[src/rtl/disp_scan_if.sv]
// Update bus and per-slot display outputs of the 4-digit scan controller.
// The controller uses the slave modport; the driving environment uses master.
interface disp_scan_if;
  logic        upd;
  logic [15:0] hexs;
  logic [3:0]  points;
  logic [3:0]  le_mask;
  logic [3:0]  blink;
  logic [3:0]  an;
  logic [3:0]  dig;
  logic        point_out;
  logic        le_out;
  logic        frame_done;

  modport master (
    output upd, hexs, points, le_mask, blink,
    input  an, dig, point_out, le_out, frame_done
  );

  modport slave (
    input  upd, hexs, points, le_mask, blink,
    output an, dig, point_out, le_out, frame_done
  );
endinterface

[src/rtl/disp_scan_ctrl.sv]
// Time-multiplexed 4-digit 7-segment scan controller.
// New content is staged on upd and moved into the displayed shadow set only at the 3->0 wrap.
module disp_scan_ctrl #(
  parameter int SCAN_DIV  = 17,
  parameter int BLINK_DIV = 25
) (
  input logic        clk,
  input logic        rst_n,
  disp_scan_if.slave bus
);

  localparam logic [SCAN_DIV-1:0]  SCAN_ONE  = {{(SCAN_DIV-1){1'b0}}, 1'b1};
  localparam logic [BLINK_DIV-1:0] BLINK_ONE = {{(BLINK_DIV-1){1'b0}}, 1'b1};

  logic [SCAN_DIV-1:0]  scan_cnt_r;
  logic [BLINK_DIV-1:0] blink_cnt_r;
  logic [1:0]           idx_r;

  logic [15:0] st_hexs_r,  sh_hexs_r,  st_hexs_s,  sh_hexs_s;
  logic [3:0]  st_pts_r,   sh_pts_r,   st_pts_s,   sh_pts_s;
  logic [3:0]  st_le_r,    sh_le_r,    st_le_s,    sh_le_s;
  logic [3:0]  st_blink_r, sh_blink_r, st_blink_s, sh_blink_s;
  logic        pending_r,  pending_s;

  logic [3:0] an_r, dig_r;
  logic       point_r, le_r, frame_done_r;

  logic tick_s, wrap_s, bphase_s;

  assign tick_s   = &scan_cnt_r;
  assign wrap_s   = tick_s & (idx_r == 2'd3);
  assign bphase_s = blink_cnt_r[BLINK_DIV-1];

  // Staging/shadow next-state: fresh upd data beats older staging at the wrap.
  always_comb begin
    st_hexs_s  = st_hexs_r;
    st_pts_s   = st_pts_r;
    st_le_s    = st_le_r;
    st_blink_s = st_blink_r;
    sh_hexs_s  = sh_hexs_r;
    sh_pts_s   = sh_pts_r;
    sh_le_s    = sh_le_r;
    sh_blink_s = sh_blink_r;
    pending_s  = pending_r;
    if (bus.upd) begin
      st_hexs_s  = bus.hexs;
      st_pts_s   = bus.points;
      st_le_s    = bus.le_mask;
      st_blink_s = bus.blink;
    end else begin
      st_hexs_s  = st_hexs_r;
    end
    if (wrap_s) begin
      pending_s = 1'b0;
      if (bus.upd) begin
        sh_hexs_s  = bus.hexs;
        sh_pts_s   = bus.points;
        sh_le_s    = bus.le_mask;
        sh_blink_s = bus.blink;
      end else if (pending_r) begin
        sh_hexs_s  = st_hexs_r;
        sh_pts_s   = st_pts_r;
        sh_le_s    = st_le_r;
        sh_blink_s = st_blink_r;
      end else begin
        sh_hexs_s  = sh_hexs_r;
      end
    end else if (bus.upd) begin
      pending_s = 1'b1;
    end else begin
      pending_s = pending_r;
    end
  end

  // Free-running scan/blink counters and digit index.
  always_ff @(posedge clk or negedge rst_n) begin
    if (!rst_n) begin
      scan_cnt_r  <= {SCAN_DIV{1'b0}};
      blink_cnt_r <= {BLINK_DIV{1'b0}};
      idx_r       <= 2'd0;
    end else begin
      scan_cnt_r  <= scan_cnt_r + SCAN_ONE;
      blink_cnt_r <= blink_cnt_r + BLINK_ONE;
      if (tick_s) begin
        idx_r <= idx_r + 2'd1;
      end
    end
  end

  // Staging and shadow register banks; shadow blanking resets dark.
  always_ff @(posedge clk or negedge rst_n) begin
    if (!rst_n) begin
      st_hexs_r  <= 16'h0000;
      st_pts_r   <= 4'b0000;
      st_le_r    <= 4'b0000;
      st_blink_r <= 4'b0000;
      sh_hexs_r  <= 16'h0000;
      sh_pts_r   <= 4'b0000;
      sh_le_r    <= 4'b1111;
      sh_blink_r <= 4'b0000;
      pending_r  <= 1'b0;
    end else begin
      st_hexs_r  <= st_hexs_s;
      st_pts_r   <= st_pts_s;
      st_le_r    <= st_le_s;
      st_blink_r <= st_blink_s;
      sh_hexs_r  <= sh_hexs_s;
      sh_pts_r   <= sh_pts_s;
      sh_le_r    <= sh_le_s;
      sh_blink_r <= sh_blink_s;
      pending_r  <= pending_s;
    end
  end

  // Registered slot outputs; anodes go dark for the one cycle after idx advances.
  always_ff @(posedge clk or negedge rst_n) begin
    if (!rst_n) begin
      an_r         <= 4'b1111;
      dig_r        <= 4'h0;
      point_r      <= 1'b0;
      le_r         <= 1'b1;
      frame_done_r <= 1'b0;
    end else begin
      an_r         <= tick_s ? 4'b1111 : ~(4'b0001 << idx_r);
      dig_r        <= sh_hexs_r[{idx_r, 2'b00} +: 4];
      point_r      <= sh_pts_r[idx_r];
      le_r         <= sh_le_r[idx_r] | (sh_blink_r[idx_r] & bphase_s);
      frame_done_r <= wrap_s;
    end
  end

  assign bus.an         = an_r;
  assign bus.dig        = dig_r;
  assign bus.point_out  = point_r;
  assign bus.le_out     = le_r;
  assign bus.frame_done = frame_done_r;

endmodule

[src/flat_wrapper.sv]
// flat-port wrapper written by rule: the top's interface ports become plain ports
module disp_scan_ctrl_flat 
#(
  parameter int SCAN_DIV  = 17,
  parameter int BLINK_DIV = 25
)
  (clk, rst_n, bus_upd, bus_hexs, bus_points, bus_le_mask, bus_blink, bus_an, bus_dig, bus_point_out, bus_le_out, bus_frame_done);
  disp_scan_if bus_i ();
  input logic clk;
  input logic rst_n;
  input wire logic [$bits(bus_i.upd)-1:0] bus_upd;
  input wire logic [$bits(bus_i.hexs)-1:0] bus_hexs;
  input wire logic [$bits(bus_i.points)-1:0] bus_points;
  input wire logic [$bits(bus_i.le_mask)-1:0] bus_le_mask;
  input wire logic [$bits(bus_i.blink)-1:0] bus_blink;
  output wire logic [$bits(bus_i.an)-1:0] bus_an;
  output wire logic [$bits(bus_i.dig)-1:0] bus_dig;
  output wire logic [$bits(bus_i.point_out)-1:0] bus_point_out;
  output wire logic [$bits(bus_i.le_out)-1:0] bus_le_out;
  output wire logic [$bits(bus_i.frame_done)-1:0] bus_frame_done;
  assign bus_i.upd = bus_upd;
  assign bus_i.hexs = bus_hexs;
  assign bus_i.points = bus_points;
  assign bus_i.le_mask = bus_le_mask;
  assign bus_i.blink = bus_blink;
  assign bus_an = bus_i.an;
  assign bus_dig = bus_i.dig;
  assign bus_point_out = bus_i.point_out;
  assign bus_le_out = bus_i.le_out;
  assign bus_frame_done = bus_i.frame_done;
  disp_scan_ctrl #(.SCAN_DIV(SCAN_DIV), .BLINK_DIV(BLINK_DIV)) u_core (.clk(clk), .rst_n(rst_n), .bus(bus_i));
endmodule
[config.mk]
export PLATFORM = sky130hd
export DESIGN_NAME = disp_scan_ctrl_flat
export DESIGN_NICKNAME = d
export VERILOG_FILES = /design/src/rtl/disp_scan_if.sv /design/src/rtl/disp_scan_ctrl.sv /design/src/flat_wrapper.sv
export SDC_FILE = /design/constraint.sdc
export NUM_CORES = 1
export LEC_CHECK = 0
export ABC_CLOCK_PERIOD_IN_PS = 5910
export BUFFER_PORTS_ARGS = -buffer_cell sky130_fd_sc_hd__buf_2
export CORE_ASPECT_RATIO = 1.25
export CORE_MARGIN = 4
export CORE_UTILIZATION = 40
export CTS_CLUSTER_DIAMETER = 200
export CTS_CLUSTER_SIZE = 12
export DETAILED_ROUTE_END_ITERATION = 16
export SYNTH_ARGS = -nofsm -noshare
export SYNTH_HDL_FRONTEND = slang
export SYNTH_SLANG_ARGS = --single-unit
[constraint.sdc]
create_clock -name clk -period 5.91 [get_ports clk]
set_clock_uncertainty 0.1 [all_clocks]
set_input_delay 0.591 -clock clk [delete_from_list [all_inputs] [get_ports clk]]
set_output_delay 0.591 -clock clk [all_outputs]
set_load 0.1 [all_outputs]
After elaboration in Yosys (flattened, before gate mapping)
Cells that the tools add are included.
{"block": "op_classes", "shifts": 2, "eq_ne": 1, "order_cmp": 1, "n_reduce_logical": 4, "mux": 17, "n_addsub": 3, "bitwise": 4}
{"cell": "16-bit two-way mux", "count": 2}
{"cell": "4-bit two-way mux", "count": 7}
{"cell": "25-bit by 1-bit adder with 25-bit output, second input constant", "count": 1}
{"cell": "17-bit by 1-bit adder with 17-bit output, second input constant", "count": 1}
{"cell": "17-bit AND reduction", "count": 1}
{"cell": "16-bit by 5-bit indexed part select with 4-bit output", "count": 1}
{"cell": "1-bit binary-select mux with 2-bit select", "count": 3}
{"cell": "1-bit two-way mux", "count": 5}
{"cell": "4-bit inverter", "count": 1}
{"cell": "2-bit nonzero test", "count": 2}
{"cell": "1-bit by 2-bit left shift with 4-bit output, first input constant", "count": 1}
{"cell": "2-bit by 3-bit less-than comparator with 1-bit output, second input constant", "count": 1}
{"cell": "2-bit by 1-bit adder with 2-bit output, second input constant", "count": 1}
{"cell": "1-bit bitwise AND", "count": 2}
{"cell": "2-bit == test, second input constant", "count": 1}
{"cell": "2-bit AND reduction", "count": 1}
{"cell": "1-bit bitwise OR", "count": 1}
{"block": "word_totals", "regBits": 112, "wordCells": 49}

Logic depth before layout (Yosys ltp)
Gate-level depths: netlist (run 1).
{"block": "logic_depth", "depth_word": 4, "ltp_mapped": 9, "depth_no_buf": 8}

Worst setup path after synthesis (run 1)
OpenSTA, ideal clock, no wires.
{"block": "synth_path", "path_type": "flip-flop to flip-flop", "from": "register u_core.scan_cnt_r[0]", "to": "register u_core.sh_blink_r[1]", "t_required_ns": 5.685, "setup_ns": 0.125, "stages_incl_launch_ff": 10, "setup_slack_ns": 3.565, "arrival_ns": 2.120, "path_buffers": 1, "path_cell_list": "dfrtp_1 ha_1 and3_2 nand4_1 nor2_1 ha_1 and2_4 o21ai_4 buf_6 mux2_4"}
{"block": "synth_between", "elab_chain_cells": 3}
{"element": "start, declared", "line": "disp_scan_ctrl.sv:15", "source": "logic [SCAN_DIV-1:0] scan_cnt_r;"}
{"element": "start signal, assigned", "line": "disp_scan_ctrl.sv:78", "source": "scan_cnt_r <= {SCAN_DIV{1'b0}};"}
{"element": "start signal, assigned", "line": "disp_scan_ctrl.sv:82", "source": "scan_cnt_r <= scan_cnt_r + SCAN_ONE;"}
{"element": "17-bit AND reduction", "line": "disp_scan_ctrl.sv:30", "source": "assign tick_s = &scan_cnt_r;"}
{"element": "net u_core.tick_s", "line": "disp_scan_ctrl.sv:28", "source": "logic tick_s, wrap_s, bphase_s;"}
{"element": "1-bit bitwise AND", "line": "disp_scan_ctrl.sv:31", "source": "assign wrap_s = tick_s & (idx_r == 2'd3);"}
{"element": "net u_core.wrap_s", "line": "disp_scan_ctrl.sv:28"}
{"element": "2-bit AND reduction (no line)"}
{"element": "end signal, assigned", "line": "disp_scan_ctrl.sv:110", "source": "sh_blink_r <= sh_blink_s;"}
{"element": "end, declared", "line": "disp_scan_ctrl.sv:22", "source": "logic [3:0] st_blink_r, sh_blink_r, st_blink_s, sh_blink_s;"}
The timed path passes the listed nets, and every way through them passes these cells.
A chain may end at the register's enable or synchronous reset.

Final worst setup path (run 1)
{"block": "layout_path", "from": "register u_core.scan_cnt_r[0]", "to": "register u_core.sh_pts_r[3]"}
{"block": "layout_between", "elab_chain_cells": 3}
{"element": "17-bit AND reduction", "line": "disp_scan_ctrl.sv:30"}
{"element": "net u_core.tick_s", "line": "disp_scan_ctrl.sv:28"}
{"element": "1-bit bitwise AND", "line": "disp_scan_ctrl.sv:31"}
{"element": "net u_core.wrap_s", "line": "disp_scan_ctrl.sv:28"}
{"element": "2-bit AND reduction (no line)"}
{"element": "end signal, assigned", "line": "disp_scan_ctrl.sv:108", "source": "sh_pts_r <= sh_pts_s;"}
{"element": "end, declared", "line": "disp_scan_ctrl.sv:20", "source": "logic [3:0] st_pts_r, sh_pts_r, st_pts_s, sh_pts_s;"}
The timed path passes the listed nets, and every way through them passes these cells.

==> results of run 1 <==
[cell usage after synthesis (all sizes together)]
cell,n,share of area
nor2,10,0.0087
and4,2,0.0043
nand3,17,0.018
nor4,1,0.0014
and3,6,0.0086
xor2,11,0.021
nor3,5,0.0078
dfstp,9,0.051
xnor2,27,0.051
ha,7,0.019
a211oi,3,0.0049
buf,6,0.012
nand4,10,0.018
and2,1,0.0019
dfrtp,103,0.56
clkbuf,1,0.00081
mux4,5,0.024
nand2b,4,0.0054
a21oi,3,0.0032
mux2,56,0.16
o21ai,2,0.0046
inv,8,0.0065
a21o,1,0.0016
nand2,11,0.0089
[worst reg2reg max path, cell delays in order, from the launching register on]
cell,delay [ns]
dfrtp_1,0.45
ha_1,0.29
and3_2,0.24
nand4_1,0.13
nor2_1,0.07
ha_1,0.26
and2_4,0.21
o21ai_4,0.10
buf_4,0.42
mux2_2,0.39
[registers in the layout, summed over array words and instances (netlist names), 16 cells and up]
register / count
u_core.st_hexs_r: 16
u_core.blink_cnt_r: 25
u_core.sh_hexs_r: 16
u_core.scan_cnt_r: 17
[stage by stage]
step | util | hold WS [ns]
floorplan | - | 0.195
global placement | 0.443 | 0.354
detailed placement | 0.443 | 0.364
CTS | 0.469 | 0.223
global route | 0.469 | 0.268
finish | 0.469 | 0.207
[power by group through the flow]
stage	Clock (mW)	Combinational, mW	Sequential [mW]
3_5_place_dp	0	0.0636	0.804
6_report	0.574	0.0610	0.790
3_3_place_gp	0	0.0629	0.804
5_1_grt	0.624	0.0699	0.791
4_1_cts	0.596	0.0638	0.790
2_1_floorplan	0	0.0328	0.803
[cell families (layout without fill, tap and decap cells)]
family / after synthesis / after routing / share of synthesized area
compound gates: 9 / 9 / 0.0143
buf+inv: 15 / 67 / 0.0192
simple gates: 67 / 67 / 0.0835
flops: 112 / 112 / 0.608
fa+ha+maj: 7 / 7 / 0.0189
xor+xnor: 38 / 38 / 0.0719
mux: 61 / 61 / 0.184
[layout by cell type (no fill, tap or decap), drive strengths merged]
cell / synthesis / layout
nor2: 10 / 10
dfstp: 9 / 9
nand2: 11 / 11
o21ai: 2 / 2
clkinv: 0 / 2
dfrtp: 103 / 103
nand3: 17 / 17
a21oi: 3 / 3
mux2: 56 / 56
and4: 2 / 2
nand2b: 4 / 4
ha: 7 / 7
xnor2: 27 / 27
nor3: 5 / 5
nor4: 1 / 1
and2: 1 / 1
xor2: 11 / 11
clkbuf: 1 / 14
buf: 6 / 43
mux4: 5 / 5
nand4: 10 / 10
a21o: 1 / 1
a211oi: 3 / 3
inv: 8 / 8
and3: 6 / 6
[routing by layer]
| layer | part of all wire | track usage | up-vias |
|---|---|---|---|
| met4 | 0.022 | 0.0587 | 0 |
| met2 | 0.47 | 0.188 | 41 |
| met5 | 0 | 0 | - |
| met3 | 0.038 | 0.0338 | 13 |
| li1 | - | - | 1166 |
| met1 | 0.47 | 0.145 | 1226 |
[how the worst min path moves through the flow]
stage                                       from                     end  slack, ns  depth (start not counted)
after floorplan                            rst_n   u_core.blink_cnt_r[0]       0.20                          0
after global placement    u_core.blink_cnt_r[23]  u_core.blink_cnt_r[23]       0.35                          1
after detailed placement  u_core.blink_cnt_r[21]  u_core.blink_cnt_r[21]       0.36                          1
after CTS                                  rst_n     u_core.st_hexs_r[5]       0.22                          1
after global routing                       rst_n     u_core.sh_hexs_r[9]       0.27                          1
final                                      rst_n     u_core.sh_hexs_r[1]       0.21                          1
[cell type report]
type,count,area share
clock buffers,14,0.0522
multi-input cells,182,0.329
well taps,135,0.0322
inverters,8,0.00572
clock inverters,2,0.00262
repair buffers,43,0.0424
flip-flops and latches,112,0.536
==> impl_metrics.toml, run 1 <==
[run_status]
status = "completed"

[critical_path]
r2r_slack_ns = 3.13
cp_max_fo = 24
r2r_end = "u_core.sh_pts_r[3]"
crit_chain = "ha_1 > and3_2 > nand4_1 > nor2_1 > ha_1 > and2_4 > o21ai_4 > buf_4 > mux2_2"
reg2reg_depth = 9
crit_family = "simple AND/OR/NAND/NOR gates"
start_kind = "flop"
end_kind = "flop"
crit_top_cell = "ha_1"
path_class = "flop to flop"
cp_slowest_cell = "dfrtp_1"
worst-path-buf-inv = 1
crit_end = "u_core.sh_pts_r[3]"
cp.depth = 9
critPathArrivalTime_ns = 2.91
critPathLaunch = "u_core.scan_cnt_r[0]"
cp.required_ns = 6.04
worstReg2RegStart = "u_core.scan_cnt_r[0]"
slowest_delay_ns = 0.45

[floorplan]
die_area_um2 = 13400
die_w_um = 104
core_area_um2 = 11200
start_util = 0.414
die_h_um = 128
row_count = 43
io_pins = 42

[synth]
syn_area_um2 = 4630
yosysWarningCount = 0
syn_nets = 347
yosysUniqueCellTypes = 33
ys_ff_latch = 112
postSynthAreaPerCell_um2 = 15.0
synth.yosys.seq_area_share = 0.608
syn_inst = 309

[placement]
io_buffers = 41
placed_area_um2 = 4960
hpwl_um = 4850
dp_slack_ns = 3.13
dp.cells = 480
gp_congestion = 0.772

[clocking]
clk_latency_ns = 0.34
clk_path_buf_depth = 2
numCtsBuffers = 9
hold_buffers = 0
clk_pin_slew_ns = 0.07
post_cts_resized = 0
clock-sinks = 112
cts_tree = "built"
cts-root-buf = "clkbuf_16"
h-tree-depth = 3
cts_setup_buffers = 0

[global_routing]
grt_first_pass_wirelength_um = 12300
grt_pass1_vias = 2569
grt_max_degree = 60
grt_usage = 0.117
grt-ovfl-total = 0
antenna_found_initial = 0

[sta]
slew_headroom = 0.463
period_needed_ns = 2.78
fin_ws_ns = 3.13
setup_viol = 0
max_clock_freq_ghz = 0.359
rsz0062_at_grt = "no"
finalMaxSlewViolations = 0
period_share = 0.471
setup-tns-final_ns = 0
tightest_slew_ns = 0.806
hold_viol_final = 0

[layout]
fin_area_um2 = 5250
multi_input_area_um2 = 1730
syn2layout_area_growth_pct = 13.4
register_area_um2 = 2810
num_antenna_cells = 0
final_cells = 496
fin_nets = 394
drive_above_1_share = 0.377
fill_cells = 999

[power_and_ir_drop]
pwr-share-clk = 0.403
p_seq_frac = 0.554
p_leak_nw = 2.56
net-switching-power_mw = 0.289
swShare = 0.203
power_frac_comb = 0.043
vdd_drop_max_uv = 122
p_per_area_nw_per_um2 = 271
p_total_mw = 1.42
p_int_mw = 1.14

[min_path]
hp-class = "primary input to asynchronous set/reset pin"

[routing]
routedWlPerCell_um = 14.3
drc = 0
drt_wl_total_um = 7110
routed-via-count = 2446
avgViaCountPerCell = 4.93
final_antenna_net_count = 0
first_pass_iters = 4
drt-initial-drc-count = 115

[run]
max_cap_viol_count = 0
Power figures use the tool's default switching activity.
==> inputs of run 2 (changes only) <==
--- a/config.mk
+++ b/config.mk
@@ -5,7 +5,7 @@
 export SDC_FILE = /design/constraint.sdc
 export NUM_CORES = 1
 export LEC_CHECK = 0
-export ABC_CLOCK_PERIOD_IN_PS = 5910
+export ABC_CLOCK_PERIOD_IN_PS = 2650
 export BUFFER_PORTS_ARGS = -buffer_cell sky130_fd_sc_hd__buf_2
 export CORE_ASPECT_RATIO = 1.25
 export CORE_MARGIN = 4
==> constraint.sdc (replaced) <==
create_clock -name clk -period 2.65 [get_ports clk]
set_clock_uncertainty 0.1 [all_clocks]
set_input_delay 0.265 -clock clk [delete_from_list [all_inputs] [get_ports clk]]
set_output_delay 0.265 -clock clk [all_outputs]
set_load 0.1 [all_outputs]
==> impl_metrics.toml, run 2 (synthesized netlist as in run 1, its figures left out) <==
[run_status]
status = "completed"

[sta]
tightest_slew_ns = 0.551
setup_viol = 0
slew_headroom = 0.631
max_clock_freq_ghz = 0.401
hold_viol_final = 0
rsz0062_at_grt = "no"
period_needed_ns = 2.49
fin_ws_ns = 0.157
finalMaxSlewViolations = 0
setup-tns-final_ns = 0
period_share = 0.941

[layout]
mostFrequentLayoutCell = "dfrtp_1"
final_cells = 505
fin_nets = 403
num_antenna_cells = 0
top_regs = "u_core.blink_cnt_r x25, u_core.scan_cnt_r x17"
largest_reg_flops = 25
fin_area_um2 = 5350
syn2layout_area_growth_pct = 15.5
drive_above_1_share = 0.395
regMostFlops = "u_core.blink_cnt_r"
layout_common_cells = "dfrtp_1, buf_2, mux2_4"

[min_path]
hp-class = "primary input to flop"
holdPathStages = 2
hold_path_startpoint = "bus_le_mask[1]"
whs_endpoint = "u_core.st_le_r[1]"

[placement]
dp.cells = 488
io_buffers = 41
dp_slack_ns = 0.141
hpwl_um = 5340
placed_area_um2 = 5050
gp_congestion = 0.778

[floorplan]
die_h_um = 128
die_area_um2 = 13400
row_count = 43
die_w_um = 104
core_area_um2 = 11200
start_util = 0.414
io_pins = 42

[clocking]
cts_tree = "built"
clock-sinks = 112
clk_pin_slew_ns = 0.08
clk_latency_ns = 0.35
cts-root-buf = "clkbuf_16"
numCtsBuffers = 9
h-tree-depth = 3
post_cts_resized = 0
clk_path_buf_depth = 2

[routing]
routed-via-count = 2531
routedWlPerCell_um = 14.9
avgViaCountPerCell = 5.01
drt-initial-drc-count = 96
drt_wl_total_um = 7530
final_antenna_net_count = 0
first_pass_iters = 4
drc = 0

[critical_path]
crit_top_cell = "ha_1"
path_class = "flop to flop"
cp_max_fo = 13
r2r_end = "u_core.sh_pts_r[3]"
crit_chain = "ha_1 > and3_2 > nand4_1 > nor2_1 > ha_1 > and2_4 > o21ai_4 > buf_12 > mux2_2"
cp_slowest_cell = "dfrtp_1"
worst-path-buf-inv = 1
start_kind = "flop"
worstReg2RegStart = "u_core.scan_cnt_r[1]"
critPathArrivalTime_ns = 2.62
cp.required_ns = 2.78
slowest_delay_ns = 0.44
end_kind = "flop"
crit_family = "simple AND/OR/NAND/NOR gates"
reg2reg_depth = 9
r2r_slack_ns = 0.16

[global_routing]
grt_first_pass_wirelength_um = 13500
grt-ovfl-total = 0
grt_max_degree = 34
grt_usage = 0.126
grt_pass1_vias = 2725
antenna_found_initial = 0

[run]
max_cap_viol_count = 0

[power_and_ir_drop]
p_per_area_nw_per_um2 = 601
p_leak_nw = 2.61
vdd_drop_max_uv = 282
p_total_mw = 3.21
## run 2: cell count changes in the layout (fill, tap and decap cells not counted), sizes merged
cell	previous run	this run
clkbuf	14	10
buf	43	51
dlygate4sd3	0	1
inv	8	11
clkinvlp	0	1
## run 2: where the power goes
group | internal [mW] | switching, mW
registers | 1.75 | 0.0105
clock network | 0.678 | 0.630
logic | 0.0710 | 0.0752
## run 2: repair_timing
item	CTS	global route
hold buffers	1	0
endpoints found under the hold margin	30	0
buffers inserted	0	0
## run 2: worst max-delay path by stage
stage | startpoint | endpoint | slack, ns | cells after the start
2_1_floorplan | u_core.scan_cnt_r[0] | u_core.sh_blink_r[1] | 0.30 | 9
3_3_place_gp | u_core.scan_cnt_r[1] | u_core.sh_blink_r[0] | 0.20 | 9
3_5_place_dp | u_core.scan_cnt_r[1] | u_core.sh_blink_r[0] | 0.14 | 9
4_1_cts | u_core.scan_cnt_r[1] | u_core.sh_pts_r[3] | 0.13 | 9
5_1_grt | u_core.scan_cnt_r[1] | u_core.sh_hexs_r[2] | 0.01 | 9
6_report | u_core.scan_cnt_r[1] | u_core.sh_pts_r[3] | 0.16 | 9
## run 2: cell type report
type | count | area, um^2
multi-input cells | 182 | 1730
well taps | 135 | 169
flip-flops and latches | 112 | 2810
clock inverters | 6 | 50.0
fillers | 1015 | 5850
repair buffers | 52 | 318
inverters | 8 | 30.0
clock buffers | 10 | 239
## run 2: per-stage QoR
stage / hold slack (ns) / util
final: 0.0626 / 0.478
after global routing: 0.0555 / 0.478
after global placement: 0.128 / 0.451
after CTS: 0.0513 / 0.478
after detailed placement: 0.132 / 0.451
after floorplan: -0.131 / -
## run 2: layer usage
metal / part of all wire / wire length (um) / global-route usage
met1: 0.48 / 3640 / 0.171
met2: 0.47 / 3540 / 0.196
met3: 0.031 / 232 / 0.0338
met4: 0.016 / 119 / 0.0493
met5: 0 / 0 / 0
